### config.mk
export PLATFORM = sky130hd
export DESIGN_NAME = seq_shift_add_mult
export DESIGN_NICKNAME = d
export VERILOG_FILES = /design/src/rtl/seq_shift_add_mult_pkg.sv /design/src/rtl/seq_shift_add_mult_adder.sv /design/src/rtl/seq_shift_add_mult.sv
export SDC_FILE = /design/constraint.sdc
export NUM_CORES = 1
export LEC_CHECK = 0
export BUFFER_PORTS_ARGS = -buffer_cell sky130_fd_sc_hd__clkbuf_2
export CORE_UTILIZATION = 55
export CTS_BUF_LIST = sky130_fd_sc_hd__clkbuf_8
export CTS_CLUSTER_SIZE = 16
export DETAILED_ROUTE_END_ITERATION = 8
export PLACE_DENSITY_LB_ADDON = 0.15
export SYNTH_ARGS = -nofsm -noshare
export SYNTH_HDL_FRONTEND = slang
export SYNTH_SLANG_ARGS = --single-unit
### constraint.sdc
create_clock -name clk -period 15.3 [get_ports clk]
set_input_delay 2.295 -clock clk [delete_from_list [all_inputs] [get_ports clk]]
set_output_delay 2.295 -clock clk [all_outputs]
set_load 0.05 [all_outputs]
### src/rtl/seq_shift_add_mult_pkg.sv
// Shared definitions for the sequential shift-and-add multiplier.
//   state_t     : FSM encoding (IDLE/RUN/DONE)
//   MULT_WIDTH  : default operand width; product is 2*MULT_WIDTH bits
package seq_shift_add_mult_pkg;

   localparam int MULT_WIDTH = 32;

   typedef enum logic [1:0] {
      ST_IDLE = 2'd0,
      ST_RUN  = 2'd1,
      ST_DONE = 2'd2
   } state_t;

endpackage

### src/rtl/seq_shift_add_mult_adder.sv
// adderN: plain size-bit unsigned adder, carry out discarded.
//   a_i, b_i : addends (size bits)
//   sum_o    : a_i + b_i modulo 2**size
module adderN #(
   parameter int size = 64
) (
   input  logic [size-1:0] a_i,
   input  logic [size-1:0] b_i,
   output logic [size-1:0] sum_o
);

   assign sum_o = a_i + b_i;

endmodule

### src/rtl/seq_shift_add_mult.sv
// Unsigned sequential shift-and-add multiplier, WIDTH x WIDTH -> 2*WIDTH.
// One partial product per ce-qualified cycle, fixed WIDTH-cycle latency.
//   clk, clr (async, active-high), ce : clock, reset, step enable
//   in_valid/in_ready, a, b           : operand handshake
//   out_valid/out_ready, product      : result handshake, product held in DONE
//   busy                              : high in RUN or DONE
//
//   state   | meaning
//   --------+---------------------------------------------
//   ST_IDLE | waiting for operands, in_ready high
//   ST_RUN  | one shift/add step per ce cycle, WIDTH steps
//   ST_DONE | product valid, waiting for out_ready
module seq_shift_add_mult
   import seq_shift_add_mult_pkg::*;
#(
   parameter int WIDTH = MULT_WIDTH
) (
   input  logic               clk,
   input  logic               clr,
   input  logic               ce,
   input  logic               in_valid,
   output logic               in_ready,
   input  logic [WIDTH-1:0]   a,
   input  logic [WIDTH-1:0]   b,
   output logic               out_valid,
   input  logic               out_ready,
   output logic [2*WIDTH-1:0] product,
   output logic               busy
);

   localparam int CNT_W = $clog2(WIDTH) + 1;
   localparam logic [CNT_W-1:0] CNT_LAST = CNT_W'(WIDTH - 1);

   state_t             state_q,  state_d;
   logic [2*WIDTH-1:0] product_q, product_d;
   logic [2*WIDTH-1:0] mcand_q,   mcand_d;
   logic [WIDTH-1:0]   mplier_q,  mplier_d;
   logic [CNT_W-1:0]   count_q,   count_d;
   logic [2*WIDTH-1:0] sum;

   adderN #(.size(2*WIDTH)) u_adder (
      .a_i   (product_q),
      .b_i   (mcand_q),
      .sum_o (sum)
   );

   // in_ready drops as soon as clr is asserted, without waiting for the flop.
   assign in_ready  = ~clr & (state_q == ST_IDLE);
   assign out_valid = (state_q == ST_DONE);
   assign busy      = (state_q == ST_RUN) | (state_q == ST_DONE);
   assign product   = product_q;

   always_ff @(posedge clk or posedge clr) begin
      if (clr) begin
         state_q   <= ST_IDLE;
         product_q <= '0;
         mcand_q   <= '0;
         mplier_q  <= '0;
         count_q   <= '0;
      end else if (ce) begin
         state_q   <= state_d;
         product_q <= product_d;
         mcand_q   <= mcand_d;
         mplier_q  <= mplier_d;
         count_q   <= count_d;
      end
   end

   always_comb begin
      state_d   = state_q;
      product_d = product_q;
      mcand_d   = mcand_q;
      mplier_d  = mplier_q;
      count_d   = count_q;
      unique case (state_q)
         ST_IDLE: begin
            if (in_valid && in_ready) begin
               mcand_d   = {{WIDTH{1'b0}}, a};
               mplier_d  = b;
               product_d = '0;
               count_d   = '0;
               state_d   = ST_RUN;
            end
         end
         ST_RUN: begin
            if (mplier_q[0]) begin
               product_d = sum;
            end
            mcand_d  = mcand_q << 1;
            mplier_d = mplier_q >> 1;
            count_d  = count_q + 1'b1;
            // No early exit on a zero multiplier: latency is always WIDTH steps.
            if (count_q == CNT_LAST) begin
               state_d = ST_DONE;
            end
         end
         ST_DONE: begin
            if (out_ready) begin
               state_d = ST_IDLE;
            end
         end
         default: begin
            state_d = ST_IDLE;
         end
      endcase
   end

endmodule

[After elaboration in Yosys (flattened, before gate mapping)]
Cells that the tools add are included.
Storage, ports and cells
  bits in read-only memories: 0
  memories: 0
  output and inout port bits: 67
  memory bits (writable): 0
  register bits after elaboration: 168
  word-level logic and storage cells: 36
  bits of input ports: 69
  bits in latches: 0
Cells by class
  add/subtract/negate cells: 2
  shift operators: 0
  reduce and logical (&&, ||, !) cells: 6
  $mul: 0
  divide/modulo/power cells: 0
  eq/ne operators: 7
  bitwise operators: 3
  muxes and demuxes: 13
  order comparisons: 0
Operators by type and width (number)
  case mux 64 bit (2 select lines): 2
  two-way mux 64 bit: 3
  adder 64 bit: 1
  case mux 32 bit (2 select lines): 1
  two-way mux 32 bit: 1
  case mux 6 bit (2 select lines): 1
  AND reduction 4 bit: 2
  adder 6 x 1 -> 6 bit, second input constant: 1
  == test 6 x 5 -> 1 bit, second input constant: 1
  two-way mux 2 bit: 3
  two-way mux 6 bit: 1
  inequality test 2 x 1 -> 1 bit, second input constant: 3
  case mux 2 bit (3 select lines): 1
  AND reduction 3 bit: 1
  == test 2 x 1 -> 1 bit, second input constant: 1
  == test 2 bit, second input constant: 1
  zero test 2 bit: 1
  inequality test 2 bit, second input constant: 1
  nonzero test 2 bit: 1
  bitwise AND 1 bit: 1
  logical AND 1 bit: 1
  inverter 1 bit: 1
  OR 1 bit: 1

[Logic depth before layout (Yosys ltp)]
  depth after elaboration: 5
  mapped depth: 13
  mapped depth without buffers: 13

[Hierarchy]
Synthesis repeated with hierarchy kept, for this count alone.
Second synthesis, totals
  cells, all modules: 1258
  area total of the unflattened synthesis: 10999.3 µm²
Modules (own cells, without submodules)
  seq_shift_add_mult: instances 1, cells an instance 687, area each 7073.0 µm², sequential area each 4204.0 µm²
  adderN: instances 1, cells an instance 571, area each 3926.3 µm², sequential area each 0.0 µm²

[Worst setup path after synthesis]
OpenSTA, ideal clock, no wires.
  kind: input port to flip-flop
  start: in clr
  end: reg product_q[63], in the netlist product[63]
  slack: 7.649 ns
  cell stages on the path: 9
  data arrival time: 7.531 ns
  library setup time: 0.120 ns
  buffers on the path: 2
  required time: 15.180 ns
  cell sequence: inv_1 nand2_1 a21boi_0 and2_1 clkbuf_1 nand2_1 clkbuf_1 or4_1 a31o_2
Between the ends
  word-level cells in the longest chain between the ends: 5
RTL lines
  start: declaration: RTL line seq_shift_add_mult.sv:19  | input logic clr,
  inverter 1 bit: RTL line seq_shift_add_mult.sv:48  | assign in_ready = ~clr & (state_q == ST_IDLE);
  bitwise AND 1 bit: RTL line seq_shift_add_mult.sv:48
  logical AND 1 bit: RTL line seq_shift_add_mult.sv:77  | if (in_valid && in_ready) begin
  inequality test 2 x 1 -> 1 bit (no line)
  AND reduction 4 bit (no line)
  end signal: assignment: RTL line seq_shift_add_mult.sv:62  | product_q <= product_d;
  end: declaration: RTL line seq_shift_add_mult.sv:35  | logic [2*WIDTH-1:0] product_q, product_d;
Every way passes these cells.
A chain may end at the register's enable or synchronous reset.

[Worst setup path in the final report]
  start: in clr
  end: out in_ready
Between the ends
  word-level cells in the longest chain between the ends: 2
RTL lines
  inverter 1 bit: RTL line seq_shift_add_mult.sv:48
  bitwise AND 1 bit: RTL line seq_shift_add_mult.sv:48
  end: declaration: RTL line seq_shift_add_mult.sv:22  | output logic in_ready,
Every way passes these cells.

==> qor.txt <==
Clock Path Buffers - 2
Clk Latency, worst-skew pair - 0.48 ns
fin cells - 1,532
Nets - 1,396
PwrDens - 166 nW/um2
first-pass GRT wire length - 42,600 um
post-CTS sizing - 0
# port buffers - 135
Post-synth EDFFs - 0
multi-input logic area - 6150 um2
fraction of layout cells with a size suffix above 1 - 0.164
Hold-fix buffers, CTS - 0
CP Capture Type - output port
top cell type's share of synthesized area - 0.392
Worst Skew - 0.0141 ns
Hold Fails Final Rpt - 0
RD Place Congestion - 0.968
Antenna diodes - 0
# rows - 50
Final Max Tran Viols - 0
crit path kind - input port to output port
Via Count - 9,043
total gr overflow - 0
Top cell by count, worst path - clkbuf_2
Initial Utilization - 0.568
Top FF cell, synth - dfrtp_1
DR WL/cell - 16.8 um
CP max-delay cell - clkbuf_2
Cells after Synth - 1,175
fin crit period - 5.17 ns
Fillers - 1,685
final setup TNS - 0 ns
Unique masters post-synth - 75
CP startpoint kind - input port
Peak Freq - 193 MHz
vias in the first global route - 8,539
Seq cells post-synth - 168
Synth area leaders - dfrtp_1, ha_1, o21ai_0
Async S/R FF share, synth - 1.00
Clk pin slew, worst setup/hold paths - 0.09 ns
critical path peak fanout - 2
area post-placement - 11,500 um2
Worst Max-Slew Pin Slew - 1.04 ns
First DRT Iteration DRCs - 508
Num CTS Buffers - 17
Die Span X - 142 um
DP HPWL - 18,600 um
Die Y - 142 um
Worst EP arrival - 2.87 ns
TritonCTS clock tree - done
area of the die - 20,100 um2
total track usage - 0.266
max-cap viol count - 0
leading area contributor after synthesis - dfrtp_1
Core Area - 18,900 um2
Layout area overhead - 10.8%
leakage - 5.88 nW
post-route ant nets - 0
DR pass1 iterations - 5
Mapped Area - 10,700 um2
num ports - 136
CP cell instances - clkbuf_2, nor2b_1, clkbuf_2
Max VDD drop - 0.123 mV
Ys Warns - 0
Total Routed Length - 25,800 um
CTS sink count - 168
Cells after DPL - 1,500
fin worst setup slack - 10.13 ns
min-delay worst type - flop to flop
Slew HR - 0.304
syn avg cell area - 9.13 um2
largest net degree at the start of global routing - 102
setup slack at placement - 9.77 ns
Setup violations, final - 0
H-tree depth - 4
Critical Path RT - 13.01 ns
clock root buffer master - clkbuf_8
Largest stage delay, worst path - 0.30 ns
Post-CTS Setup Inserts - 0
post-route cell area - 11,900 um2
Mapped Nets - 1,312
Via density - 5.90
# DRC - 0
RSZ-0062 raised after global routing - no
Final Cycle Share - 0.338
post-synthesis sequential area ratio - 0.392
initial antenna violation count - 0
flip-flop and latch area - 4200 um2
status - finished, final reports clean
critical path: cells and delay by family:
family / cells / cell delay (ns)
buffers and inverters: 2 / 0.42
AND/OR/NAND/NOR: 1 / 0.16
cells in the mapped netlist (all sizes together) (4+ instances only):
| library cell | number |
|---|---|
| dfrtp | 168 |
| o21ai | 158 |
| nand2 | 145 |
| a21oi | 75 |
| ha | 67 |
| clkbuf | 64 |
| mux2i | 63 |
| nand3 | 59 |
| a21o | 40 |
| a22o | 36 |
| xnor2 | 34 |
| nor2 | 31 |
| xor2 | 27 |
| inv | 22 |
| nand4 | 17 |
| nor3 | 14 |
| buf | 13 |
| o21bai | 13 |
| a31oi | 12 |
| and3 | 12 |
| nor2b | 12 |
| and2 | 8 |
| o21a | 8 |
| nand2b | 7 |
| o31ai | 7 |
| a211oi | 4 |
| a221oi | 4 |
| a31o | 4 |
| o211ai | 4 |
| or3 | 4 |
logic make-up after synthesis:
kind of cell | count (synthesis) | synth area share
multiplexers | 64 | 0.0598
adder cells (fa/ha/maj) | 68 | 0.0800
flip-flops | 168 | 0.392
buffers and inverters | 99 | 0.0367
AO/OA/AOI/OAI | 393 | 0.241
XOR/XNOR | 61 | 0.0498
AND/OR/NAND/NOR | 322 | 0.140
registers in the layout (all words and copies together), names as in the netlist:
register  flops
count_q       6
mcand_q      64
state_q       2
mplier_q     32
product      64
placed cells by master, fill, tap and decap left out, drive strengths merged, types with 28 or more instances in the layout:
cell type / Yosys / final
dfrtp: 168 / 168
inv: 22 / 28
a22o: 36 / 36
nor2: 31 / 31
mux2i: 63 / 63
xnor2: 34 / 34
o21ai: 158 / 158
clkbuf: 64 / 153
a21oi: 75 / 75
ha: 67 / 67
nand3: 59 / 59
a21o: 40 / 40
nand2: 145 / 145
worst paths after layout:
path	start	end	slack (ns)	depth (start not counted)
max in group asynchronous	clr	product[13]$_DFFE_PP0P_	11.91	3
hold / removal	mplier_q[2]$_DFFE_PP0P_	mplier_q[2]$_DFFE_PP0P_	0.49	2
setup / recovery	clr	in_ready	10.13	3
min in group asynchronous	clr	product[58]$_DFFE_PP0P_	2.00	2
setup reg to reg	product[0]$_DFFE_PP0P_	product[52]$_DFFE_PP0P_	11.76	13
hold reg to reg	mplier_q[2]$_DFFE_PP0P_	mplier_q[2]$_DFFE_PP0P_	0.49	2
report_power, final:
group,switching [mW],internal [mW]
Combinational,0.638,0.337
Sequential,0.113,0.571
Clock,0.180,0.137
per-layer routing:
layer,GRT usage,routed length (um),share of wire,vias up
li1,-,-,-,4449
met1,0.375,12200,0.47,4310
met2,0.427,11900,0.46,255
met3,0.0327,1240,0.048,29
met4,0.0826,446,0.017,0
met5,0,0,0,-
layout make-up:
type,instances,area share
Multi-Input combinational cell,908,0.518
Sequential cell,168,0.354
Timing Repair Buffer,142,0.0613
Tap cell,260,0.0274
Clock buffer,18,0.0208
Clock inverter,14,0.0119
Inverter,22,0.00737
through the flow:
stage                      util  total power, mW  hold WS, ns
final                     0.629             1.98        0.488
after global routing      0.629             2.12        0.509
after CTS                 0.629             1.98        0.492
after detailed placement  0.609             1.66        0.470
after global placement    0.609             1.64        0.462
after floorplan               -             1.45        0.450
No activity file was read; power rests on OpenSTA's default activity.
